==> src/rtl/pwm_pkg.sv <==
// Shared mode encodings, controller state type and the mode-to-state mapping
// used by the pwm_gen pulse generator.
package pwm_pkg;

    localparam logic [1:0] PWM_MODE_LOW   = 2'd0;
    localparam logic [1:0] PWM_MODE_HIGH  = 2'd1;
    localparam logic [1:0] PWM_MODE_PWM   = 2'd2;
    localparam logic [1:0] PWM_MODE_PULSE = 2'd3;

    typedef enum logic [1:0] {
        ST_LOW   = 2'd0,
        ST_HIGH  = 2'd1,
        ST_PWM   = 2'd2,
        ST_PULSE = 2'd3
    } pwm_state_t;

    // A zero-length pulse never enters PULSE; it lands directly in LOW.
    function automatic pwm_state_t mode_to_state(input logic [1:0] mode, input logic duty_zero);
        pwm_state_t st;
        case (mode)
            PWM_MODE_LOW:   st = ST_LOW;
            PWM_MODE_HIGH:  st = ST_HIGH;
            PWM_MODE_PWM:   st = ST_PWM;
            PWM_MODE_PULSE: st = duty_zero ? ST_LOW : ST_PULSE;
            default:        st = ST_LOW;
        endcase
        return st;
    endfunction

endpackage

==> src/rtl/pwm_gen_if.sv <==
// Configuration and status bundle between a register master and pwm_gen.
interface pwm_gen_if #(
    parameter int WIDTH = 16
);
    import pwm_pkg::*;

    logic             cfg_we;
    logic [1:0]       cfg_mode;
    logic [WIDTH-1:0] cfg_period;
    logic [WIDTH-1:0] cfg_duty;
    logic             pwm_out;
    logic             period_start;
    logic             busy;

    modport master (
        output cfg_we, cfg_mode, cfg_period, cfg_duty,
        input  pwm_out, period_start, busy
    );

    modport slave (
        input  cfg_we, cfg_mode, cfg_period, cfg_duty,
        output pwm_out, period_start, busy
    );

endinterface

==> src/rtl/pwm_prescaler.sv <==
// Free-running clock divider: tick is high for one clk out of every PRESCALE;
// clr restarts the count so a new period or pulse starts on a full tick.
module pwm_prescaler #(
    parameter int PRESCALE = 50
) (
    input  logic clk,
    input  logic rst,
    input  logic clr,
    output logic tick
);
    import pwm_pkg::*;

    localparam int            CW   = (PRESCALE > 1) ? $clog2(PRESCALE) : 1;
    localparam logic [CW-1:0] LAST = CW'(PRESCALE - 1);

    logic [CW-1:0] div_cnt_r;

    assign tick = (div_cnt_r == LAST);

    // Divider count register.
    always_ff @(posedge clk or posedge rst) begin
        if (rst) begin
            div_cnt_r <= '0;
        end else if (clr || tick) begin
            div_cnt_r <= '0;
        end else begin
            div_cnt_r <= div_cnt_r + CW'(1);
        end
    end

endmodule

==> src/rtl/pwm_gen.sv <==
// PWM / one-shot generator: configuration is staged in pending registers and
// applied only at safe points so the output never shows a runt cycle.
module pwm_gen
    import pwm_pkg::*;
#(
    parameter int WIDTH    = 16,
    parameter int PRESCALE = 50
) (
    input  logic      clk,
    input  logic      rst,
    pwm_gen_if.slave  bus
);

    logic             pend_r;
    logic [1:0]       pmode_r;
    logic [WIDTH-1:0] pperiod_r;
    logic [WIDTH-1:0] pduty_r;

    pwm_state_t       state_r;
    logic [WIDTH-1:0] period_r;
    logic [WIDTH-1:0] duty_r;
    logic [WIDTH-1:0] cnt_r;

    logic             pwm_out_r;
    logic             period_start_r;
    logic             busy_r;

    logic             tick_s;
    logic             clr_s;
    logic             wrap_s;
    logic             pulse_end_s;
    logic             apply_s;
    logic             start_evt_s;
    logic             pend_s;
    pwm_state_t       state_s;
    logic [WIDTH-1:0] period_s;
    logic [WIDTH-1:0] duty_s;
    logic [WIDTH-1:0] cnt_s;
    logic             pwm_out_s;
    logic             period_start_s;
    logic             busy_s;

    pwm_prescaler #(
        .PRESCALE (PRESCALE)
    ) u_prescaler (
        .clk  (clk),
        .rst  (rst),
        .clr  (clr_s),
        .tick (tick_s)
    );

    // Pending configuration capture; last write before apply wins.
    always_ff @(posedge clk or posedge rst) begin
        if (rst) begin
            pmode_r   <= PWM_MODE_LOW;
            pperiod_r <= '0;
            pduty_r   <= '0;
        end else if (bus.cfg_we) begin
            pmode_r   <= bus.cfg_mode;
            pperiod_r <= bus.cfg_period;
            pduty_r   <= bus.cfg_duty;
        end else begin
            pmode_r   <= pmode_r;
            pperiod_r <= pperiod_r;
            pduty_r   <= pduty_r;
        end
    end

    // Controller state, active configuration and tick counter.
    always_ff @(posedge clk or posedge rst) begin
        if (rst) begin
            state_r  <= ST_LOW;
            pend_r   <= 1'b0;
            period_r <= '0;
            duty_r   <= '0;
            cnt_r    <= '0;
        end else begin
            state_r  <= state_s;
            pend_r   <= pend_s;
            period_r <= period_s;
            duty_r   <= duty_s;
            cnt_r    <= cnt_s;
        end
    end

    // Next-state logic: apply points, counter advance, wrap and pulse end.
    always_comb begin
        // A zero period never wraps on its own, so it is applied like a level mode.
        wrap_s      = (state_r == ST_PWM) && tick_s &&
                      ((period_r == '0) || (cnt_r == period_r - WIDTH'(1)));
        pulse_end_s = (state_r == ST_PULSE) && tick_s && (cnt_r == duty_r - WIDTH'(1));

        case (state_r)
            ST_LOW, ST_HIGH: apply_s = pend_r;
            ST_PWM:          apply_s = pend_r && (wrap_s || (period_r == '0));
            ST_PULSE:        apply_s = 1'b0;
            default:         apply_s = 1'b0;
        endcase

        state_s     = state_r;
        period_s    = period_r;
        duty_s      = duty_r;
        cnt_s       = cnt_r;
        start_evt_s = 1'b0;

        if (apply_s) begin
            state_s     = mode_to_state(pmode_r, pduty_r == '0);
            period_s    = pperiod_r;
            duty_s      = pduty_r;
            cnt_s       = '0;
            start_evt_s = (state_s == ST_PWM);
        end else if (state_r == ST_PWM) begin
            if (wrap_s) begin
                cnt_s       = '0;
                start_evt_s = 1'b1;
            end else if (tick_s) begin
                cnt_s = cnt_r + WIDTH'(1);
            end else begin
                cnt_s = cnt_r;
            end
        end else if (state_r == ST_PULSE) begin
            // Pulse end drops to LOW; a queued write is applied from LOW next cycle.
            if (pulse_end_s) begin
                state_s = ST_LOW;
                cnt_s   = '0;
            end else if (tick_s) begin
                cnt_s = cnt_r + WIDTH'(1);
            end else begin
                cnt_s = cnt_r;
            end
        end else begin
            cnt_s = '0;
        end

        if (bus.cfg_we) begin
            pend_s = 1'b1;
        end else if (apply_s) begin
            pend_s = 1'b0;
        end else begin
            pend_s = pend_r;
        end

        clr_s = apply_s && ((state_s == ST_PWM) || (state_s == ST_PULSE));
    end

    // Output decode from next-state values so the registered pins line up with state.
    always_comb begin
        case (state_s)
            ST_HIGH, ST_PULSE: pwm_out_s = 1'b1;
            ST_PWM:            pwm_out_s = (period_s != '0) && (cnt_s < duty_s);
            ST_LOW:            pwm_out_s = 1'b0;
            default:           pwm_out_s = 1'b0;
        endcase
        period_start_s = start_evt_s && (period_s != '0);
        busy_s         = pend_s || (state_s == ST_PULSE);
    end

    // Output registers.
    always_ff @(posedge clk or posedge rst) begin
        if (rst) begin
            pwm_out_r      <= 1'b0;
            period_start_r <= 1'b0;
            busy_r         <= 1'b0;
        end else begin
            pwm_out_r      <= pwm_out_s;
            period_start_r <= period_start_s;
            busy_r         <= busy_s;
        end
    end

    assign bus.pwm_out      = pwm_out_r;
    assign bus.period_start = period_start_r;
    assign bus.busy         = busy_r;

endmodule

==> src/flat_wrapper.sv <==
// flat-port wrapper written by rule: the top's interface ports become plain ports
module pwm_gen_flat import pwm_pkg::*;
#(
    parameter int WIDTH    = 16,
    parameter int PRESCALE = 50
)
  (clk, rst, bus_cfg_we, bus_cfg_mode, bus_cfg_period, bus_cfg_duty, bus_pwm_out, bus_period_start, bus_busy);
  pwm_gen_if #(.WIDTH(WIDTH)) bus_i ();
  input  logic clk;
  input  logic rst;
  input wire logic [$bits(bus_i.cfg_we)-1:0] bus_cfg_we;
  input wire logic [$bits(bus_i.cfg_mode)-1:0] bus_cfg_mode;
  input wire logic [$bits(bus_i.cfg_period)-1:0] bus_cfg_period;
  input wire logic [$bits(bus_i.cfg_duty)-1:0] bus_cfg_duty;
  output wire logic [$bits(bus_i.pwm_out)-1:0] bus_pwm_out;
  output wire logic [$bits(bus_i.period_start)-1:0] bus_period_start;
  output wire logic [$bits(bus_i.busy)-1:0] bus_busy;
  assign bus_i.cfg_we = bus_cfg_we;
  assign bus_i.cfg_mode = bus_cfg_mode;
  assign bus_i.cfg_period = bus_cfg_period;
  assign bus_i.cfg_duty = bus_cfg_duty;
  assign bus_pwm_out = bus_i.pwm_out;
  assign bus_period_start = bus_i.period_start;
  assign bus_busy = bus_i.busy;
  pwm_gen #(.WIDTH(WIDTH), .PRESCALE(PRESCALE)) u_core (.clk(clk), .rst(rst), .bus(bus_i));
endmodule
==> config.mk <==
export PLATFORM = sky130hd
export DESIGN_NAME = pwm_gen_flat
export DESIGN_NICKNAME = d
export VERILOG_FILES = /design/src/rtl/pwm_pkg.sv /design/src/rtl/pwm_gen_if.sv /design/src/rtl/pwm_prescaler.sv /design/src/rtl/pwm_gen.sv /design/src/flat_wrapper.sv
export SDC_FILE = /design/constraint.sdc
export NUM_CORES = 1
export LEC_CHECK = 0
export ABC_AREA = 1
export ABC_CLOCK_PERIOD_IN_PS = 3500
export CAP_MARGIN = 20
export CORE_MARGIN = 8
export CORE_UTILIZATION = 54
export DETAILED_ROUTE_END_ITERATION = 10
export GPL_ROUTABILITY_DRIVEN = 1
export PLACE_DENSITY = 0.81
export SLEW_MARGIN = 20
export SYNTH_ARGS = -nofsm -noshare
export SYNTH_HDL_FRONTEND = slang
export SYNTH_SLANG_ARGS = --single-unit
export TNS_END_PERCENT = 100
==> constraint.sdc <==
create_clock -name clk -period 3.5 [get_ports clk]
set_clock_uncertainty 0.05 [all_clocks]
set_input_delay 1.05 -clock clk [delete_from_list [all_inputs] [get_ports clk]]
set_output_delay 1.05 -clock clk [all_outputs]
set_load 0.01 [all_outputs]
==> flow_metrics.tcl <==
set metrics [dict create \
    ys.flop_type "dfrtp_1" \
    min_period_ns 3.414 \
    grtUsageTotal_pct 19.89 \
    synth.area.mux_share_pct 0 \
    clk_latency_ns 0.38 \
    dieArea_mm2 0.01416 \
    area_delta_synth_final_pct 18.40 \
    cts_made_buffers 9 \
    diodes 0 \
    die_w_um 119.0 \
    overflow 0 \
    critPathArrivalTime_ns 3.68 \
    rsz0062_at_grt "true" \
    startpoint_type "flop" \
    place_inst 969 \
    ios 40 \
    synth_area_mm2 0.005727 \
    postSynthCellCount 797 \
    synth_most_common_cell "nand2_1" \
    critPathMaxFanout 6 \
    instances_no_fill 994 \
    layout-drive-gt1-share_pct 11.31 \
    dr_total_vias 5168 \
    hold_class "reg2reg" \
    crit_top_cell "nand2_1" \
    cts_tree "yes" \
    synth_top_area_share_pct 41.07 \
    status "finished, final reports clean" \
    drt_pass1_iterations 8 \
    crit_type "reg2reg" \
    coreArea_mm2 0.01032 \
    slew_headroom_pct 56.67 \
    slowest_stage "dfrtp_1" \
    synth-compound-area-share_pct 6.817 \
    die_y_um 119.0 \
    fin_crit_sh_pct 97.55 \
    path_clk_slew_ns 0.10 \
    grt_pass1_vias 4908 \
    async_reset_ff_share_pct 100.0 \
    synth_xor_area_share_pct 5.812 \
    htreeDepth 3 \
    gp_congestion 0.9291 \
    rows 37 \
    antenna_found_initial 0 \
    yosys.area_share.simple_pct 31.72 \
    cellLeakagePower_nw 3.438 \
    grt_max_degree 49 \
    drc 0 \
    portBuffers 39 \
    hold_viol_final 0 \
    syn_avg_cell_area_um2 7.185 \
    synth_commonest_cells "nand2_1 (255), inv_1 (117), dfrtp_1 (94)" \
    ctsLongestPathBuffers 2 \
    wl_per_cell_um 14.40 \
    grt_pass1_wl_mm 23.16 \
    synth_cell_type_count 33 \
    synth_area_leaders "dfrtp_1 (41%), nand2_1 (17%), inv_1 (7.7%)" \
    synth_seq_cells 94 \
    yosysTopAreaCell "dfrtp_1" \
    max_clock_freq_ghz 0.2929 \
    slowest_delay_ns 0.44 \
    slew_violations 0 \
    synthAdderAreaFrac_pct 4.370 \
    cap_violations 0 \
    antenna_left 0 \
    ys_seq_area_share_pct 41.07 \
    clkSinkCount 94 \
    drt_iter0_drc 400 \
    cp_data_required_time_ns 3.77 \
    nets 910 \
    utilization_pct 65.68 \
    route.final.wire_length_mm 14.31 \
    synth_top_family_by_area "simple AND/OR/NAND/NOR gates" \
    tightest_slew_ns 0.6492 \
    setup_viol 0 \
    ir_drop_mv 0.3593 \
    endpoint_kind "flop" \
    cts_root_buffer "clkbuf_8" \
    synth-edff-count 0 \
    powerDensity_mw_per_mm2 714.3 \
    syn-num-nets 854 \
    start_util_pct 55.47 \
    synth-warning-count 0 \
    dp_hpwl_mm 10.53 \
    viasPerCell 5.199 \
    hold_buffers 0 \
]
==> critical path: cells and delay by family, from the launching register on <==
kind                       cells  cell delay (ns)
DFF                            1             0.44
and+or+nand+nor               21             1.70
AOI/OAI and AO/OA              3             0.33
adders and majority gates      2             0.50
buffers and inverters          3             0.32
==> where the power goes <==
part	total (mW)	internal (mW)	switching, mW
combinational	2.48	0.989	1.49
clock	0.718	0.275	0.444
sequential	1.65	1.37	0.276
total	4.84	2.63	2.21
==> cells in the final DEF (no fill, tap or decap), drive strengths merged, types with 20 or more instances in the layout <==
cell type,Yosys,layout
nand2,260,260
inv,123,125
nor2,95,95
dfrtp,94,94
o21ai,52,52
nand3,40,40
clkdlybuf4s50,0,39
xor2,26,26
buf,6,25
ha,20,20
==> final cells by class <==
class                           instances  area (um2)
Clock buffer                            9       123.9
Clock inverter                          7       66.31
Fill cell                             827        3543
Inverter                              124       471.7
Multi-Input combinational cell        558        2930
Sequential cell                        94        2352
Tap cell                              136       170.2
Timing Repair Buffer                   66       665.6
==> cells by family (layout without fill, tap and decap cells) <==
kind of cell,count (synthesis),in the layout
AO/OA/AOI/OAI,70,70
buffers and inverters,145,206
XOR/XNOR,38,38
flip-flops,94,94
AND/OR/NAND/NOR,430,430
adder cells (fa/ha/maj),20,20
==> stage by stage <==
step / worst slack [ns] / hold slack (ns) / instance area, um2 / total power [mW] / setup TNS (ns)
6_report: 0.08570 / 0.4238 / 6780 / 4.843 / 0
5_1_grt: -0.1060 / 0.4613 / 6780 / 5.236 / -0.1060
4_1_cts: 0.0002891 / 0.4284 / 6530 / 4.504 / 0
3_5_place_dp: -0.02878 / 0.4035 / 6332 / 3.769 / -0.02878
3_3_place_gp: -0.008280 / 0.3982 / 6332 / 3.715 / -0.008280
2_1_floorplan: 0.02904 / 0.3867 / 5731 / 3.202 / 0
==> layer usage <==
metal	global-route usage, %	up-vias	share of wire, %
met5	0	-	0
met4	8.300	0	3.1
met3	3.448	30	6.2
met2	30.77	181	45
met1	26.99	2382	45
li1	-	2575	-
==> flip-flops by register name (all words and copies together), names as in the netlist <==
signal and flops:
u_core.pduty_r 16, u_core.state_r 2, u_core.cnt_r 16, u_core.period_r 16, u_core.bus.period_start 1, u_core.pperiod_r 16
u_core.bus.busy 1, u_core.pmode_r 2, u_core.pend_r 1, u_core.duty_r 16, u_core.u_prescaler.div_cnt_r 6, u_core.bus.pwm_out 1
==> timing repair <==
| action | in CTS | in global routing |
|---|---|---|
| resized for setup | 2 | 37 |
| buffers inserted | 1 | 6 |
| gates cloned | 0 | 2 |
| endpoints found under the setup margin | 1 | 1 |
| pin swaps | 0 | 4 |
==> path summary, 6_finish.rpt <==
path / startpoint / end / slack [ns] / cells past startpoint
worst max-delay path: u_core.period_r[0] / u_core.bus.pwm_out / 0.09 / 29
worst min-delay path: u_core.pperiod_r[13] / u_core.pperiod_r[13] / 0.42 / 2
worst max register to register: u_core.period_r[0] / u_core.bus.pwm_out / 0.09 / 29
worst min register to register: u_core.pperiod_r[13] / u_core.pperiod_r[13] / 0.42 / 2
max in group asynchronous: rst / u_core.pperiod_r[3] / 1.61 / 3
min in group asynchronous: rst / u_core.pduty_r[13] / 1.02 / 2
Power figures use the tool's default switching activity.
